File: config.mk
export PLATFORM = sky130hd
export DESIGN_NAME = fixed_point_divider_flat
export DESIGN_NICKNAME = d
export VERILOG_FILES = /design/src/rtl/fixed_point_divider_if.sv /design/src/rtl/fixed_point_divider.sv /design/src/flat_wrapper.sv
export SDC_FILE = /design/constraint.sdc
export NUM_CORES = 1
export LEC_CHECK = 0
export ABC_AREA = 1
export ABC_CLOCK_PERIOD_IN_PS = 2350
export BUFFER_PORTS_ARGS = -buffer_cell sky130_fd_sc_hd__clkbuf_2
export CAP_MARGIN = 20
export CORE_UTILIZATION = 60
export DETAILED_ROUTE_END_ITERATION = 12
export PLACE_DENSITY = 0.8
export SYNTH_ARGS = -nofsm -noshare
export SYNTH_HDL_FRONTEND = slang
export SYNTH_SLANG_ARGS = --single-unit
export TNS_END_PERCENT = 20
File: constraint.sdc
create_clock -name clk -period 2.35 [get_ports clk]
set_clock_uncertainty 0.05 [all_clocks]
set_input_delay 0 -clock clk [delete_from_list [all_inputs] [get_ports clk]]
set_output_delay 0 -clock clk [all_outputs]
set_load 0.005 [all_outputs]
File: src/rtl/fixed_point_divider_if.sv
// Operand/result bus for the fixed-point divider. The requester side drives the
// operands and accepts results; the divider side does the reverse.
interface fixed_point_divider_if #(
    parameter int A_WORD_LEN = 9,
    parameter int B_WORD_LEN = 9,
    parameter int C_WORD_LEN = 10
);
    logic                          in_valid;
    logic                          in_ready;
    logic signed [A_WORD_LEN-1:0]  a;
    logic signed [B_WORD_LEN-1:0]  b;
    logic                          out_valid;
    logic                          out_ready;
    logic signed [C_WORD_LEN-1:0]  c;
    logic                          overflow;
    logic                          div_by_zero;

    modport master (
        output in_valid, a, b, out_ready,
        input  in_ready, out_valid, c, overflow, div_by_zero
    );

    modport slave (
        input  in_valid, a, b, out_ready,
        output in_ready, out_valid, c, overflow, div_by_zero
    );
endinterface

File: src/rtl/fixed_point_divider.sv
// Sequential signed fixed-point divider c = a / b. Divides magnitudes with a
// radix-2 restoring loop (one quotient bit per clock), then applies the sign,
// truncating toward zero and saturating into format C.
module fixed_point_divider #(
    parameter int A_FRAC_LEN = 8,
    parameter int A_WORD_LEN = 9,
    parameter int B_FRAC_LEN = 8,
    parameter int B_WORD_LEN = 9,
    parameter int C_FRAC_LEN = 8,
    parameter int C_WORD_LEN = 10
) (
    input  logic                   clk,
    input  logic                   rst,
    fixed_point_divider_if.slave   bus
);
    // Dividend pre-shift that aligns the quotient binary point to format C.
    localparam int SHIFT = B_FRAC_LEN - A_FRAC_LEN + C_FRAC_LEN;
    localparam int ITER  = A_WORD_LEN + SHIFT;
    localparam int CNT_W = $clog2(ITER + 1);
    // Remainder needs one bit above |b| so the shifted value never wraps.
    localparam int RW    = B_WORD_LEN + 1;
    // Wide enough to compare the quotient against the format-C limits.
    localparam int QW    = ((ITER > C_WORD_LEN) ? ITER : C_WORD_LEN) + 1;

    localparam logic [QW-1:0] MAX_POS_MAG = QW'((64'd1 << (C_WORD_LEN - 1)) - 64'd1);
    localparam logic [QW-1:0] MIN_NEG_MAG = QW'(64'd1 << (C_WORD_LEN - 1));
    localparam logic signed [C_WORD_LEN-1:0] MAX_POS_C = {1'b0, {(C_WORD_LEN-1){1'b1}}};
    localparam logic signed [C_WORD_LEN-1:0] MIN_NEG_C = {1'b1, {(C_WORD_LEN-1){1'b0}}};

    generate
        if (SHIFT < 0) begin : g_bad_shift
            $error("fixed_point_divider: B_FRAC_LEN - A_FRAC_LEN + C_FRAC_LEN must be >= 0");
        end
    endgenerate

    typedef enum logic [1:0] {
        IDLE = 2'd0,
        CALC = 2'd1,
        DONE = 2'd2
    } state_t;

    // Magnitude computed one bit wider so the most-negative operand is exact.
    function automatic logic [A_WORD_LEN-1:0] mag_a(input logic signed [A_WORD_LEN-1:0] v);
        logic signed [A_WORD_LEN:0] ext;
        ext = {v[A_WORD_LEN-1], v};
        if (v[A_WORD_LEN-1]) begin
            ext = -ext;
        end else begin
            ext = ext;
        end
        return ext[A_WORD_LEN-1:0];
    endfunction

    function automatic logic [B_WORD_LEN-1:0] mag_b(input logic signed [B_WORD_LEN-1:0] v);
        logic signed [B_WORD_LEN:0] ext;
        ext = {v[B_WORD_LEN-1], v};
        if (v[B_WORD_LEN-1]) begin
            ext = -ext;
        end else begin
            ext = ext;
        end
        return ext[B_WORD_LEN-1:0];
    endfunction

    state_t                         state_q;
    logic [CNT_W-1:0]               cnt_q;
    logic [ITER-1:0]                n_q;
    logic [ITER-1:0]                quo_q;
    logic [RW-1:0]                  rem_q;
    logic [B_WORD_LEN-1:0]          bmag_q;
    logic                           sign_q;
    logic                           a_neg_q;
    logic                           dbz_q;
    logic                           in_ready_q;
    logic                           out_valid_q;
    logic signed [C_WORD_LEN-1:0]   c_q;
    logic                           overflow_q;
    logic                           div_by_zero_q;

    logic [RW-1:0]                  shifted_s;
    logic [RW:0]                    trial_s;
    logic                           trial_neg_s;
    logic [QW-1:0]                  q_ext_s;
    logic signed [C_WORD_LEN-1:0]   res_c_s;
    logic                           res_ovf_s;
    logic                           res_dz_s;

    // One restoring step: shift in the next dividend bit and trial-subtract |b|.
    always_comb begin
        shifted_s   = {rem_q[RW-2:0], n_q[ITER-1]};
        trial_s     = {1'b0, shifted_s} - {2'b00, bmag_q};
        trial_neg_s = trial_s[RW];
    end

    // Apply sign, saturation and divide-by-zero policy to the finished quotient.
    always_comb begin
        q_ext_s   = QW'(quo_q);
        res_c_s   = '0;
        res_ovf_s = 1'b0;
        res_dz_s  = 1'b0;
        if (dbz_q) begin
            res_c_s  = a_neg_q ? MIN_NEG_C : MAX_POS_C;
            res_dz_s = 1'b1;
        end else if (!sign_q) begin
            if (q_ext_s > MAX_POS_MAG) begin
                res_c_s   = MAX_POS_C;
                res_ovf_s = 1'b1;
            end else begin
                res_c_s = q_ext_s[C_WORD_LEN-1:0];
            end
        end else begin
            if (q_ext_s > MIN_NEG_MAG) begin
                res_c_s   = MIN_NEG_C;
                res_ovf_s = 1'b1;
            end else begin
                res_c_s = -q_ext_s[C_WORD_LEN-1:0];
            end
        end
    end

    // Control FSM with all datapath registers and registered handshake outputs.
    always_ff @(posedge clk) begin
        if (rst) begin
            state_q       <= IDLE;
            cnt_q         <= '0;
            n_q           <= '0;
            quo_q         <= '0;
            rem_q         <= '0;
            bmag_q        <= '0;
            sign_q        <= 1'b0;
            a_neg_q       <= 1'b0;
            dbz_q         <= 1'b0;
            in_ready_q    <= 1'b1;
            out_valid_q   <= 1'b0;
            c_q           <= '0;
            overflow_q    <= 1'b0;
            div_by_zero_q <= 1'b0;
        end else begin
            case (state_q)
                IDLE: begin
                    in_ready_q <= 1'b1;
                    if (bus.in_valid) begin
                        sign_q     <= bus.a[A_WORD_LEN-1] ^ bus.b[B_WORD_LEN-1];
                        a_neg_q    <= bus.a[A_WORD_LEN-1];
                        dbz_q      <= (bus.b == '0);
                        bmag_q     <= mag_b(bus.b);
                        n_q        <= ITER'(mag_a(bus.a)) << SHIFT;
                        rem_q      <= '0;
                        quo_q      <= '0;
                        cnt_q      <= '0;
                        in_ready_q <= 1'b0;
                        state_q    <= CALC;
                    end
                end
                CALC: begin
                    if (cnt_q != CNT_W'(ITER)) begin
                        // Iteration phase: one quotient bit per cycle, MSB first.
                        rem_q <= trial_neg_s ? shifted_s : trial_s[RW-1:0];
                        quo_q <= (quo_q << 1) | ITER'(!trial_neg_s);
                        n_q   <= n_q << 1;
                        cnt_q <= cnt_q + CNT_W'(1);
                    end else begin
                        // Quotient complete: latch the formatted result.
                        c_q           <= res_c_s;
                        overflow_q    <= res_ovf_s;
                        div_by_zero_q <= res_dz_s;
                        out_valid_q   <= 1'b1;
                        cnt_q         <= '0;
                        state_q       <= DONE;
                    end
                end
                DONE: begin
                    if (bus.out_ready) begin
                        out_valid_q <= 1'b0;
                        in_ready_q  <= 1'b1;
                        state_q     <= IDLE;
                    end else begin
                        out_valid_q <= 1'b1;
                    end
                end
                default: begin
                    state_q     <= IDLE;
                    in_ready_q  <= 1'b1;
                    out_valid_q <= 1'b0;
                    cnt_q       <= '0;
                end
            endcase
        end
    end

    assign bus.in_ready    = in_ready_q;
    assign bus.out_valid   = out_valid_q;
    assign bus.c           = c_q;
    assign bus.overflow    = overflow_q;
    assign bus.div_by_zero = div_by_zero_q;

endmodule

File: src/flat_wrapper.sv
// flat-port wrapper written by rule: the top's interface ports become plain ports
module fixed_point_divider_flat 
#(
    parameter int A_FRAC_LEN = 8,
    parameter int A_WORD_LEN = 9,
    parameter int B_FRAC_LEN = 8,
    parameter int B_WORD_LEN = 9,
    parameter int C_FRAC_LEN = 8,
    parameter int C_WORD_LEN = 10
)
  (clk, rst, bus_in_valid, bus_a, bus_b, bus_out_ready, bus_in_ready, bus_out_valid, bus_c, bus_overflow, bus_div_by_zero);
  fixed_point_divider_if #(.A_WORD_LEN(A_WORD_LEN), .B_WORD_LEN(B_WORD_LEN), .C_WORD_LEN(C_WORD_LEN)) bus_i ();
  input  logic clk;
  input  logic rst;
  input wire logic [$bits(bus_i.in_valid)-1:0] bus_in_valid;
  input wire logic [$bits(bus_i.a)-1:0] bus_a;
  input wire logic [$bits(bus_i.b)-1:0] bus_b;
  input wire logic [$bits(bus_i.out_ready)-1:0] bus_out_ready;
  output wire logic [$bits(bus_i.in_ready)-1:0] bus_in_ready;
  output wire logic [$bits(bus_i.out_valid)-1:0] bus_out_valid;
  output wire logic [$bits(bus_i.c)-1:0] bus_c;
  output wire logic [$bits(bus_i.overflow)-1:0] bus_overflow;
  output wire logic [$bits(bus_i.div_by_zero)-1:0] bus_div_by_zero;
  assign bus_i.in_valid = bus_in_valid;
  assign bus_i.a = bus_a;
  assign bus_i.b = bus_b;
  assign bus_i.out_ready = bus_out_ready;
  assign bus_in_ready = bus_i.in_ready;
  assign bus_out_valid = bus_i.out_valid;
  assign bus_c = bus_i.c;
  assign bus_overflow = bus_i.overflow;
  assign bus_div_by_zero = bus_i.div_by_zero;
  fixed_point_divider #(.A_FRAC_LEN(A_FRAC_LEN), .A_WORD_LEN(A_WORD_LEN), .B_FRAC_LEN(B_FRAC_LEN), .B_WORD_LEN(B_WORD_LEN), .C_FRAC_LEN(C_FRAC_LEN), .C_WORD_LEN(C_WORD_LEN)) u_core (.clk(clk), .rst(rst), .bus(bus_i));
endmodule
; ---- Yosys cells after proc, flatten, opt, wreduce, memory -nomap -nowiden
; Cells that the tools add are included.
[word_totals]
regBits = 76
[classes]
muxes = 35
n_bitwise = 6
eq_ne = 7
n_reduce_logical = 11
magnitude_cmp = 2
n_addsub = 5
[op_table]
columns = cell, count
row1 = 17-bit 2-to-1 mux, 4
row2 = 17-bit one-hot mux with 2 select lines, 2
row3 = 10-bit 2-to-1 mux, 5
row4 = 9-bit 2-to-1 mux, 5
row5 = 9-bit negator, 2
row6 = 9-bit one-hot mux with 2 select lines, 1
row7 = 17-bit by 10-bit > comparator with 1-bit output (second input constant), 1
row8 = 17-bit by 9-bit > comparator with 1-bit output (second input constant), 1
row9 = 17-bit by 1-bit OR with 17-bit output, 1
row10 = 5-bit one-hot mux with 3 select lines, 1
row11 = 10-bit by 9-bit subtractor with 11-bit output, 1
row12 = 5-bit 2-to-1 mux, 2
row13 = 10-bit negator, 1
row14 = 2-bit AND reduction, 5
row15 = 9-bit logical NOT, 1
row16 = 1-bit 2-to-1 mux, 9
row17 = 2-bit 2-to-1 mux, 3
row18 = 2-bit != test (second input constant), 3
row19 = 1-bit one-hot mux with 3 select lines, 2
row20 = 2-bit one-hot mux with 3 select lines, 1
row21 = 3-bit AND reduction, 2
row22 = 5-bit by 1-bit adder with 5-bit output (second input constant), 1
row23 = 5-bit != test (second input constant), 1
row24 = 1-bit NOT, 4
row25 = other kinds (7), 7

; ---- Logic depth before layout (Yosys ltp)
; Gate-level depths: netlist of run 1.
[depth]
ltp_word = 5
mapped_depth = 12
depth_no_buf = 12

; ---- Worst setup path after synthesis of run 1
; OpenSTA, ideal clock, no wires.
[synth_path]
kind = flip-flop to flip-flop
start = register u_core.n_q[16]
end = register u_core.rem_q[8]
setup_slack_ns = 0.535
stages_incl_launch_ff = 12
n_path_buf = 0
arrival_ns = 1.634
path_cell_list = dfxtp_1 inv_1 ha_1 fa_1 inv_1 nand3_1 nand3_1 nand3_1 nand3_1 nand3_1 nand2_1 a21oi_2
[synth_via]
elab_chain_cells = 4
[synth_lines]
columns = item, line_no
row1 = from (decl), fixed_point_divider.sv:67  ; logic [ITER-1:0] n_q;
row2 = from (signal assigned), fixed_point_divider.sv:147  ; n_q <= ITER'(mag_a(bus.a)) << SHIFT;
row3 = from (signal assigned), fixed_point_divider.sv:160  ; n_q <= n_q << 1;
row4 = 10-bit by 9-bit subtractor with 11-bit output, fixed_point_divider.sv:91  ; trial_s = {1'b0, shifted_s} - {2'b00, bmag_q};
row5 = 9-bit 2-to-1 mux, fixed_point_divider.sv:158  ; rem_q <= trial_neg_s ? shifted_s : trial_s[RW-1:0];
row6 = 9-bit 2-to-1 mux, fixed_point_divider.sv:156  ; if (cnt_q != CNT_W'(ITER)) begin
row7 = 9-bit one-hot mux with 2 select lines, fixed_point_divider.sv:139  ; case (state_q)
row8 = to (signal assigned), fixed_point_divider.sv:158
row9 = to (decl), fixed_point_divider.sv:69  ; logic [RW-1:0] rem_q;
; No other way between the ends. The select of a mux whose other input is x is not followed.
; A chain may end at the register's enable or synchronous reset.

; ---- Worst setup path after layout of run 1
[layout_path]
start = register u_core.state_q[0]
end = register u_core.bmag_q[1]
[layout_via]
elab_chain_cells = 2
[layout_lines]
columns = item, line_no
row1 = from (decl), fixed_point_divider.sv:65  ; state_t state_q;
row2 = from (signal assigned), fixed_point_divider.sv:124  ; state_q <= IDLE;
row3 = from (signal assigned), fixed_point_divider.sv:152  ; state_q <= CALC;
row4 = from (signal assigned), fixed_point_divider.sv:169  ; state_q <= DONE;
row5 = 2-bit logical NOT, fixed_point_divider.sv:139
row6 = 2-bit AND reduction (no source line), --
row7 = to (signal assigned), fixed_point_divider.sv:146  ; bmag_q <= mag_b(bus.b);
row8 = to (decl), fixed_point_divider.sv:70  ; logic [B_WORD_LEN-1:0] bmag_q;
; No other way between the ends.

==> metrics.md, run 1 <==
| Metric | Value |
|---|---|
| Max cap viols | 0 |
| Worst reg-to-reg setup slack | 0.17 ns |
| Total CTS buffers | 9 |
| Nets | between 700 and 800 |
| Crit share post-route | 0.927 |
| DRT antenna net count | 0 |
| Core Area | around 6800 sq um |
| P_leak | 2.22 nW |
| Post-DP Area | around 4400 sq um |
| Die ar. | around 7300 sq um |
| Sequential Area | 1360 sq um |
| Worst Max-Slew Pin Slew | ~0.60 ns |
| CTS max path bufs | 2 |
| Reg2reg start | u_core.state_q[0]$_SDFFE_PP0P_ |
| Core Util, Final | 0.709 |
| Port Buffer Count | 35 |
| Multi-input gate area | about 2400 sq um |
| Slew HR | 0.601 |
| Setup ws final | roughly 0.17 ns |
| DRC Markers | 1 |
| Hold WC Path Type | in2reg |
| Vias in the first global route | about 3,700 |
| Launching element of the worst setup path | u_core.state_q[0]$_SDFFE_PP0P_ |
| Count of cell types in the netlist | 40 |
| Final setup viols | 0 |
| #FFs+latches synth | about 70 |
| Vias | a little over 4,000 |
| Die extent in y | 85.5 microns |
| Slew Limit Fails | 0 |
| Power density cells | roughly 1400 nW/um^2 |
| DP HPWL | ~6900 microns |
| H-Tree Depth | 3 |
| Row cnt | 30 |
| Worst reg2reg endpoint | u_core.bmag_q[1]$_SDFFE_PP0P_ |
| Worst Setup EP | u_core.bmag_q[1]$_SDFFE_PP0P_ |
| Die Span X | 85.5 microns |
| Yosys top cell area share | 0.325 |
| Worst Setup End Kind | flip-flop |
| Initial Utilization | 0.620 |
| Antenna violations before repair | 0 |
| EDFF count, synth | 0 |
| Area delta synth->final | 14.4% |
| Clock share of power | 0.146 |
| Crit Path Max Fanout | 9 |
| Congestion Overflow GR | 0 |
| Warnings from Yosys | 0 |
| Status | finished with violations |
| Clk root buf | clkbuf_8 |
| Clock Sinks | 68 |
| Diode count | 0 |
| Worst EP required | ~2.5 ns |
| Worst EP arrival | 2.36 ns |
| Final Hold Fails | 0 |
| Top_reg_cell synth | dfxtp_1 |
| First-pass GRT wire length | between 15,000 and 20,000 microns |
| Clk Latency, worst-skew pair | 0.35 ns |
| Area leader, netlist | dfxtp_1 |
| TritonCTS clock tree | built |
| Failing checks | DRC |
| Peak VDD IR | around 700 uV |
| Top cells by area, synth | dfxtp_1, nand2_1, a21oi_1, inv_1, nand3_1 |
| Worst Setup Start Kind | flip-flop |
| Placement Setup Slack | between 0.3 and 0.4 ns |
| Period minus WS final | 2.18 ns |
| Synthesized area | about 4200 sq um |
| Total internal power | approximately 0.0034 W |
| Post-Route WL | ~10000 microns |
| First-pass DRT Iterations | 9 |
| Asr flop ratio synth | 0 |
| Logic pwr share | 0.594 |
| DR vias/cell | between 5 and 6 |
| FF-to-FF path depth | 7 |
| DR iter-0 viols | 252 |
| Post-Syn Instances | 622 |
| Ratio of cells with drive above 1 in the final layout | 0.142 |
| All-Layer GR Usage | 0.280 |
| Sw Ratio | 0.488 |
| RSZ-0062 raised after global routing | no |
| Switching power of the nets | approximately 0.0033 W |
| Finished Cell Area | between 4000 and 5000 sq um |
| Register area share after synthesis | 0.325 |
| Post-Syn Area per Cell | a little under 7 sq um |
| DR WL/cell | around 13 microns |
| Fmax | between 400 and 500 MHz |
| Largest net degree at the start of global routing | 52 |
| Placer congestion estimate | roughly 0.92 |
| # fillers | about 580 |
| Io pins | 36 |
| Syn_nets | approximately 660 |
| Setup TNS | 0 ns |
| Clk pin slew, worst setup/hold paths | 0.08 ns |
| Sequential share of power | 0.260 |
| Worst setup path class | reg2reg |
[cells in the mapped netlist (2+ instances only)]
cell type and count:
clkbuf_1 10, a31oi_1 2, nor2_1 47, ha_1 18, nand3_2 3, nand3_1 57
buf_4 2, dfxtp_1 68, o21ai_1 3, o211ai_1 5, nand2_1 146, inv_1 79
nand2_2 5, nand3_4 2, nand4_1 15, a211oi_1 6, inv_2 5, a21oi_1 64
xnor2_1 3, nor3_1 6, xor2_1 7, o21ai_0 31, a211oi_2 10, buf_2 8
nor2_2 5
[state kept, by name, indices dropped and copies added, names as in the netlist]
| register | count |
|---|---|
| u_core.bus.overflow | 1 |
| u_core.bus.in_ready | 1 |
| u_core.dbz_q | 1 |
| u_core.sign_q | 1 |
| u_core.state_q | 2 |
| u_core.bus.c | 10 |
| u_core.bus.div_by_zero | 1 |
| u_core.rem_q | 9 |
| u_core.quo_q | 17 |
| u_core.n_q | 9 |
| u_core.cnt_q | 5 |
| u_core.a_neg_q | 1 |
| u_core.bus.out_valid | 1 |
| u_core.bmag_q | 9 |
[worst min path at each step]
stage              from                       endpoint  slack [ns]  cells past startpoint
4_1_cts        bus_a[3]    u_core.n_q[11]$_SDFFE_PP0P_       0.001                      4
3_3_place_gp   bus_a[0]     u_core.n_q[8]$_SDFFE_PP0P_        0.22                      3
5_1_grt        bus_a[8]     u_core.sign_q$_SDFFE_PP0P_        0.04                      3
2_1_floorplan  bus_b[0]  u_core.bmag_q[0]$_SDFFE_PP0P_        0.10                      2
6_report       bus_a[3]    u_core.n_q[11]$_SDFFE_PP0P_       0.003                      4
3_5_place_dp   bus_a[0]     u_core.n_q[8]$_SDFFE_PP0P_        0.23                      3
[repair_timing]
| action | CTS | global route |
|---|---|---|
| buffers inserted | 0 | 4 |
| hold buffers | 14 | 0 |
| setup endpoints to repair | 0 | 1 |
| resized for setup | 0 | 1 |
| endpoints found under the hold margin | 14 | 0 |
[final cells by class]
cell class                 count  share of cell area
multi-input combinational    448               0.503
sequential                    68               0.284
timing repair buffer          58              0.0825
inverter                      85              0.0674
clock buffer                  11              0.0295
tap                           80              0.0209
clock inverter                 5              0.0128
[power groups by stage]
| stage | sequential (W) | clock (W) | combinational (W) |
|---|---|---|---|
| 2_1_floorplan | 0.00169 | 0 | 0.00320 |
| 3_3_place_gp | 0.00176 | 0 | 0.00378 |
| 3_5_place_dp | 0.00177 | 0 | 0.00388 |
| 4_1_cts | 0.00175 | 0.00100 | 0.00392 |
| 5_1_grt | 0.00180 | 0.00105 | 0.00453 |
| 6_report | 0.00175 | 0.000987 | 0.00400 |
[layer usage]
metal,vias up,share of wire,GRT usage
li1,2155,-,-
met1,1869,0.48,0.379
met2,111,0.46,0.466
met3,12,0.049,0.0452
met4,0,0.012,0.0773
met5,-,0,0
[metrics by stage]
step / std cells / power [W] / hold WS, ns
finish: 755 / 0.00674 / 0.00257
global route: 755 / 0.00738 / 0.0414
CTS: 751 / 0.00666 / 0.00140
detailed placement: 721 / 0.00564 / 0.231
global placement: 721 / 0.00554 / 0.223
floorplan: 622 / 0.00489 / 0.103
[placed cells by master (no fill, tap or decap), types with 7 or more instances in the layout]
cell           synthesis  final
xor2_1                 7      7
a21oi_1               64     64
dlygate4sd3_1          0     14
o21ai_0               31     31
nand3_1               57     57
inv_1                 79     78
clkbuf_8               0     10
buf_4                  2      8
nor2_1                47     47
ha_1                  18     18
a211oi_2              10     10
dfxtp_1               68     68
nand2_1              146    146
nand4_1               15     15
clkbuf_2               1     35
[worst max-delay path, stage by stage (launching register included)]
cell	delay (ns)
dfxtp_1	0.34
inv_1	0.07
ha_1	0.24
nand2_1	0.31
clkinvlp_4	0.26
nand3_1	0.11
a31oi_1	0.08
dlygate4sd3_1	0.60
[kinds of logic after synthesis]
logic type      Yosys count  synth area share
simple gates            292             0.313
compound gates          127             0.183
buf+inv                 106            0.0995
flops                    68             0.325
fa+ha+maj                19            0.0586
xor+xnor                 10            0.0209
No activity file was read; power rests on OpenSTA's default activity.
==> inputs of run 2 (changes only) <==
Settings changed: ABC_CLOCK_PERIOD_IN_PS 2350 to 2300, CORE_UTILIZATION 60 to 45, PLACE_DENSITY 0.8 to not set.
Clock period 2.35 ns to 2.3 ns, I/O delays scaled along.
==> run 2 against run 1 <==
The flow now finishes without violations. Worst setup slack better by 0.12 ns. Critical path depth unchanged. Cell area up 0.81%. Via count down 2.7%. Flip-flop and latch count unchanged. Hold slack better by 0.0077 ns. Largest power group unchanged.
==> metrics.md, run 2 (synthesized netlist as in run 1, its figures left out) <==
| Metric | Value |
|---|---|
| Status | finished clean (was finished with violations) |
| Clk pin slew, worst setup/hold paths | 0.08 ns (about the same) |
| Slew HR | 0.581 (was 0.601) |
| Post-DP Area | 4450 sq um (was 4420 sq um) |
| Initial Utilization | 0.473 (was 0.620) |
| Io pins | 36 (unchanged) |
| Setup TNS | 0 ns (unchanged) |
| Worst Setup End Kind | flip-flop (unchanged) |
| Largest net degree at the start of global routing | 52 (unchanged) |
| Most flop-heavy register | u_core.quo_q (unchanged) |
| Area delta synth->final | 15.4% (was 14.4%) |
| Sequential Area | 1360 sq um (unchanged) |
| Die extent in y | 98.5 microns (was 85.5 microns) |
| Worst reg2reg endpoint | u_core.bmag_q[1]$_SDFFE_PP0P_ (unchanged) |
| Core Area | 8850 sq um (was 6760 sq um) |
| First-pass DRT Iterations | 8 (was 9) |
| DRT antenna net count | 0 (unchanged) |
| # fillers | 911 (was 584) |
| Die Span X | 98.5 microns (was 85.5 microns) |
| Vias in the first global route | 3,853 (was 3,682) |
| Port Buffer Count | 35 (unchanged) |
| Critical path, cell by cell | inv_1, ha_1, nand2_2, clkinvlp_4, nand3_1, a31oi_1, dlygate4sd3_1 (was inv_1, ha_1, nand2_1, clkinvlp_4, nand3_1, a31oi_1, dlygate4sd3_1) |
| Post-Route WL | 9840 microns (was 9850 microns) |
| Hold Path End | u_core.n_q[15]$_SDFFE_PP0P_ (was u_core.n_q[11]$_SDFFE_PP0P_) |
| Worst Setup Start Kind | flip-flop (unchanged) |
| Crit share post-route | 0.872 (was 0.927) |
| Most common cell after layout, fill and taps aside | nand2_1 (unchanged) |
| Peak VDD IR | 567 uV (was 692 uV) |
| Final Hold Fails | 0 (unchanged) |
| RSZ-0062 raised after global routing | no (unchanged) |
| H-Tree Depth | 3 (unchanged) |
| Core Util, Final | 0.546 (was 0.709) |
| Worst EP arrival | 2.18 ns (was 2.36 ns) |
| Worst EP required | 2.48 ns (was 2.53 ns) |
| Period minus WS final | 2.01 ns (was 2.18 ns) |
| Crit path max-delay family | buffers and inverters (unchanged) |
| Congestion Overflow GR | 0 (unchanged) |
| Clk Latency, worst-skew pair | 0.34 ns (was 0.35 ns) |
| Hold Path Depth | 5 (was 4) |
| Largest register FFs | 17 (unchanged) |
| Finished Cell Area | 4830 sq um (was 4790 sq um) |
| DP HPWL | 7240 microns (was 6850 microns) |
| Critical path buffers and inverters | 3 (unchanged) |
| Hold WC Path Type | in2reg (unchanged) |
| Hold Startpoint | bus_a[7] (was bus_a[3]) |
| Diode count | 0 (unchanged) |
| Worst reg-to-reg setup slack | 0.29 ns (was 0.17 ns) |
| Placement Setup Slack | 0.344 ns (was 0.396 ns) |
| Die ar. | 9700 sq um (was 7320 sq um) |
| Reg2reg start | u_core.state_q[0]$_SDFFE_PP0P_ (unchanged) |
| Clock Sinks | 68 (unchanged) |
| Clk root buf | clkbuf_8 (unchanged) |
| Placer congestion estimate | 0.851 (was 0.925) |
| Total CTS buffers | 9 (unchanged) |
| Slew Limit Fails | 0 (unchanged) |
| Multi-input gate area | 2410 sq um (about the same) |
| Crit Path Max Fanout | 9 (unchanged) |
| Most frequent cells in the layout | nand2_1, inv_1, dfxtp_1, a21oi_1, nand3_1 (unchanged) |
| CTS max path bufs | 2 (unchanged) |
| Worst Max-Slew Pin Slew | 0.629 ns (was 0.598 ns) |
| Fmax | 499 MHz (was 459 MHz) |
| Row cnt | 34 (was 30) |
| Ratio of cells with drive above 1 in the final layout | 0.148 (was 0.142) |
| Power density cells | 1420 nW/um^2 (was 1410 nW/um^2) |
| Antenna violations before repair | 0 (unchanged) |
| First-pass GRT wire length | 17,500 microns (was 16,600 microns) |
| Max cap viols | 0 (unchanged) |
| Vias | 4,035 (was 4,147) |
| CP peak stage delay | 0.58 ns (was 0.60 ns) |
| All-Layer GR Usage | 0.220 (was 0.280) |
| FF-to-FF path depth | 7 (unchanged) |
| Nets | 712 (was 711) |
| DR iter-0 viols | 173 (was 252) |
| Worst setup path class | reg2reg (unchanged) |
| Slowest CP cell | dlygate4sd3_1 (unchanged) |
| DR WL/cell | 12.5 microns (was 13.0 microns) |
| P_leak | 2.23 nW (was 2.22 nW) |
| TritonCTS clock tree | built (unchanged) |
| Crit. path cell count | 7 (unchanged) |
| DRC Markers | 0 (was 1) |
| Setup ws final | 0.294 ns (was 0.171 ns) |
| Final setup viols | 0 (unchanged) |
| DR vias/cell | 5.15 (was 5.49) |
==> run 2: cell count changes in the layout (fill, tap and decap cells not counted) <==
cell and change:
clkinv_2 +1, buf_12 -1, buf_4 +3, clkbuf_8 +1, clkinvlp_4 -2, clkinv_4 +1
nand2_2 +1, dlygate4sd3_1 -1, clkbuf_1 -1, nand2_1 -1
==> run 2: metal layers <==
| metal | part of all wire | global-route usage |
|---|---|---|
| met2 | 0.46 | 0.363 |
| met1 | 0.50 | 0.295 |
| met5 | 0 | 0 |
| met3 | 0.028 | 0.0418 |
| met4 | 0.0096 | 0.0574 |
==> run 2: worst reg2reg max path: cells and delay by family (launching register included) <==
family	cells	cell delay, ns
and+or+nand+nor	2	0.31
buffers and inverters	3	0.87
adders and majority gates	1	0.25
DFF	1	0.34
AOI/OAI and AO/OA	1	0.07
==> run 2: final cells by class <==
class,instances,share of cell area
flip-flops and latches,68,0.282
clock buffers,11,0.0313
multi-input cells,448,0.499
inverters,85,0.0668
clock inverters,5,0.0124
well taps,108,0.0280
repair buffers,59,0.0803
==> run 2: how the worst max path moves through the flow <==
stage / from / endpoint / slack [ns]
3_3_place_gp: u_core.n_q[16]$_SDFFE_PP0P_ / u_core.rem_q[8]$_SDFFE_PP0P_ / 0.37
5_1_grt: u_core.n_q[16]$_SDFFE_PP0P_ / u_core.rem_q[8]$_SDFFE_PP0P_ / 0.14
3_5_place_dp: u_core.n_q[16]$_SDFFE_PP0P_ / u_core.rem_q[8]$_SDFFE_PP0P_ / 0.34
2_1_floorplan: u_core.n_q[16]$_SDFFE_PP0P_ / u_core.rem_q[8]$_SDFFE_PP0P_ / 0.48
4_1_cts: u_core.state_q[0]$_SDFFE_PP0P_ / u_core.bmag_q[1]$_SDFFE_PP0P_ / 0.04
6_report: u_core.state_q[0]$_SDFFE_PP0P_ / u_core.bmag_q[1]$_SDFFE_PP0P_ / 0.29
==> run 2: repair_timing <==
action,CTS,global route
hold buffers,13,0
resized for setup,0,2
setup buffers,0,4
endpoints found under the setup margin,0,1
hold endpoints to repair,13,0
==> run 2: stage by stage <==
stage	hold WS (ns)	total power, W	std cells
floorplan	0.103	0.00500	622
global placement	0.220	0.00578	751
detailed placement	0.229	0.00581	751
CTS	0.000384	0.00688	780
global route	0.0281	0.00763	784
finish	0.0103	0.00688	784
==> run 2: where the power goes <==
part / switching (W) / total [W] / internal (W)
clock network: 0.000476 / 0.00104 / 0.000562
registers: 0.000272 / 0.00178 / 0.00151
logic: 0.00259 / 0.00406 / 0.00148
==> inputs of run 3 (changes only) <==
Settings changed: CORE_UTILIZATION 45 to 60, PLACE_DENSITY set to 0.8.
==> run 3 against run 2 <==
First-iteration DRC count rose by 76%. Total power is 2.5% higher. Wire length decreased by 0.73%. Maximum frequency about the same.
==> metrics.md, run 3 (synthesized netlist as in run 1, its figures left out) <==
| Metric | Value |
|---|---|
| Status | finished clean (unchanged) |
| Power density cells | 1470 nW/um^2 (was 1420 nW/um^2) |
| Logic pwr share | 0.583 (was 0.591) |
| Clk pin slew, worst setup/hold paths | 0.07 ns (was 0.08 ns) |
| Clk Latency, worst-skew pair | 0.35 ns (was 0.34 ns) |
| Crit share post-route | 0.872 (about the same) |
| Launching element of the worst setup path | u_core.n_q[16]$_SDFFE_PP0P_ (was u_core.state_q[0]$_SDFFE_PP0P_) |
| Multi-input gate area | 2410 sq um (about the same) |
| Total CTS buffers | 9 (unchanged) |
| Post-CTS Setup Repair Bufs | 0 (unchanged) |
| Switching power of the nets | 0.00337 W (was 0.00334 W) |
| Most frequent cells in the layout | nand2_1, inv_1, dfxtp_1, a21oi_1, nand3_1 (unchanged) |
| DRT antenna net count | 0 (unchanged) |
| Post-Route WL | 9770 microns (was 9840 microns) |
| Crit Path Max Fanout | 3 (was 9) |
| Placer congestion estimate | 0.908 (was 0.851) |
| Initial Utilization | 0.620 (was 0.473) |
| Reg2reg start | u_core.n_q[16]$_SDFFE_PP0P_ (was u_core.state_q[0]$_SDFFE_PP0P_) |
| Worst Max-Slew Pin Slew | 0.591 ns (was 0.629 ns) |
| Worst reg-to-reg setup slack | 0.29 ns (about the same) |
| Critical path, cell by cell | inv_1, ha_1, fa_1, inv_1, nand3_1, nand3_1, nand3_1, nand3_1, nand3_1, nand2_1, a21oi_2 (was inv_1, ha_1, nand2_2, clkinvlp_4, nand3_1, a31oi_1, dlygate4sd3_1) |
| Congestion Overflow GR | 0 (unchanged) |
| Most used cell, CP | nand3_1 |
| Die extent in y | 85.5 microns (was 98.5 microns) |
| First-pass DRT Iterations | 5 (was 8) |
| Largest register FFs | 17 (unchanged) |
| Die Span X | 85.5 microns (was 98.5 microns) |
| Row cnt | 30 (was 34) |
| DP HPWL | 6820 microns (was 7240 microns) |
| Total internal power | 0.00368 W (was 0.00354 W) |
| Setup TNS | 0 ns (unchanged) |
| Die ar. | 7320 sq um (was 9700 sq um) |
| Antenna violations before repair | 0 (unchanged) |
| Final Hold Fails | 0 (unchanged) |
| Area delta synth->final | 14.8% (was 15.4%) |
| DR vias/cell | 5.56 (was 5.15) |
| Worst Setup EP | u_core.rem_q[8]$_SDFFE_PP0P_ (was u_core.bmag_q[1]$_SDFFE_PP0P_) |
| Vias | 4,181 (was 4,035) |
| Clk root buf | clkbuf_8 (unchanged) |
| Io pins | 36 (unchanged) |
| DR iter-0 viols | 305 (was 173) |
| CP peak stage delay | 0.46 ns (was 0.58 ns) |
| DR WL/cell | 13.0 microns (was 12.5 microns) |
| FF-to-FF path depth | 11 (was 7) |
| Final setup viols | 0 (unchanged) |
| CTS max path bufs | 2 (unchanged) |
| Period minus WS final | 2.01 ns (about the same) |
| RSZ-0062 raised after global routing | no (unchanged) |
| Port Buffer Count | 35 (unchanged) |
| Worst reg2reg endpoint | u_core.rem_q[8]$_SDFFE_PP0P_ (was u_core.bmag_q[1]$_SDFFE_PP0P_) |
| DRC Markers | 0 (unchanged) |
| Core Area | 6760 sq um (was 8850 sq um) |
| Slew HR | 0.606 (was 0.581) |
| Worst setup path class | reg2reg (unchanged) |
| Sw Ratio | 0.478 (was 0.485) |
| Sequential share of power | 0.253 (was 0.259) |
| Fmax | 499 MHz (about the same) |
| Slew Limit Fails | 0 (unchanged) |
| Peak VDD IR | 945 uV (was 567 uV) |
| Core Util, Final | 0.711 (was 0.546) |
| Max cap viols | 0 (unchanged) |
| # fillers | 560 (was 911) |
| Worst Setup Start Kind | flip-flop (unchanged) |
| Clock share of power | 0.163 (was 0.151) |
| H-Tree Depth | 3 (unchanged) |
| Worst Setup End Kind | flip-flop (unchanged) |
| Diode count | 0 (unchanged) |
| Vias in the first global route | 3,681 (was 3,853) |
| Pwr Total | 0.00705 W (was 0.00688 W) |
| All-Layer GR Usage | 0.277 (was 0.220) |
| Nets | 708 (was 712) |
| P_leak | 2.23 nW (about the same) |
| Slowest CP cell | fa_1 (was dlygate4sd3_1) |
| Most flop-heavy register | u_core.quo_q (unchanged) |
| Ratio of cells with drive above 1 in the final layout | 0.140 (was 0.148) |
| Worst EP required | 2.46 ns (was 2.48 ns) |
| Most common cell after layout, fill and taps aside | nand2_1 (unchanged) |
| Clock Sinks | 68 (unchanged) |
| TritonCTS clock tree | built (unchanged) |
| Worst EP arrival | 2.17 ns (was 2.18 ns) |
| Sequential Area | 1360 sq um (unchanged) |
| WHS | 0.0103 ns (about the same) |
| First-pass GRT wire length | 16,400 microns (was 17,500 microns) |
| Largest net degree at the start of global routing | 52 (unchanged) |
| Hold WC Path Type | in2reg (unchanged) |
[run 3: cell count changes in the layout (fill, tap and decap cells not counted)]
| cell | before | now |
|---|---|---|
| clkinvlp_4 | 2 | 1 |
| inv_1 | 78 | 79 |
| buf_12 | 0 | 2 |
| inv_6 | 0 | 1 |
| clkinv_4 | 2 | 0 |
| bufinv_16 | 1 | 2 |
| nand2_2 | 6 | 5 |
| buf_4 | 11 | 5 |
| nand2_1 | 145 | 146 |
[run 3: what timing repair did]
item,4_1_cts,5_1_grt
hold buffers,13,0
resized for setup,0,0
endpoints found under the hold margin,15,0
[run 3: metrics by stage]
step	cell area [sq um]	setup slack, ns	std cells
floorplan	4190	0.485	622
global placement	4440	0.379	723
detailed placement	4440	0.351	723
CTS	4810	0.278	752
global route	4810	0.115	752
finish	4810	0.294	752
[run 3: per-layer routing]
| layer | vias to the layer above | wire, microns | global-route usage |
|---|---|---|---|
| met1 | 1912 | 4760 | 0.367 |
| met5 | - | 0 | 0 |
| met3 | 18 | 386 | 0.0481 |
| met2 | 111 | 4460 | 0.459 |
| li1 | 2140 | - | - |
| met4 | 0 | 154 | 0.0939 |
[run 3: critical path: cells and delay by family, from the launching register on]
family | cells | cell delay [ns]
compound gates | 1 | 0.05
fa+ha+maj | 2 | 0.67
buf+inv | 2 | 0.22
flops | 1 | 0.34
simple gates | 6 | 0.56
[run 3: layout make-up]
cell class | instances | share of cell area
clock buffer | 11 | 0.0315
clock inverter | 5 | 0.0169
inverter | 85 | 0.0664
multi-input combinational | 448 | 0.501
sequential | 68 | 0.283
tap | 80 | 0.0208
timing repair buffer | 55 | 0.0797
[run 3: how the worst min path moves through the flow]
stage / startpoint / end / depth (start not counted)
5_1_grt: bus_a[6] / u_core.n_q[14]$_SDFFE_PP0P_ / 4
6_report: bus_a[6] / u_core.n_q[14]$_SDFFE_PP0P_ / 4
4_1_cts: bus_a[6] / u_core.n_q[14]$_SDFFE_PP0P_ / 4
3_5_place_dp: bus_a[0] / u_core.n_q[8]$_SDFFE_PP0P_ / 3
3_3_place_gp: bus_a[0] / u_core.n_q[8]$_SDFFE_PP0P_ / 3
2_1_floorplan: bus_b[0] / u_core.bmag_q[0]$_SDFFE_PP0P_ / 2
[run 3: power groups by stage]
stage / combinational, W / sequential [W] / clock (W)
2_1_floorplan: 0.00327 / 0.00172 / 0
3_3_place_gp: 0.00393 / 0.00179 / 0
3_5_place_dp: 0.00401 / 0.00180 / 0
4_1_cts: 0.00406 / 0.00178 / 0.00116
5_1_grt: 0.00462 / 0.00182 / 0.00121
6_report: 0.00411 / 0.00179 / 0.00115
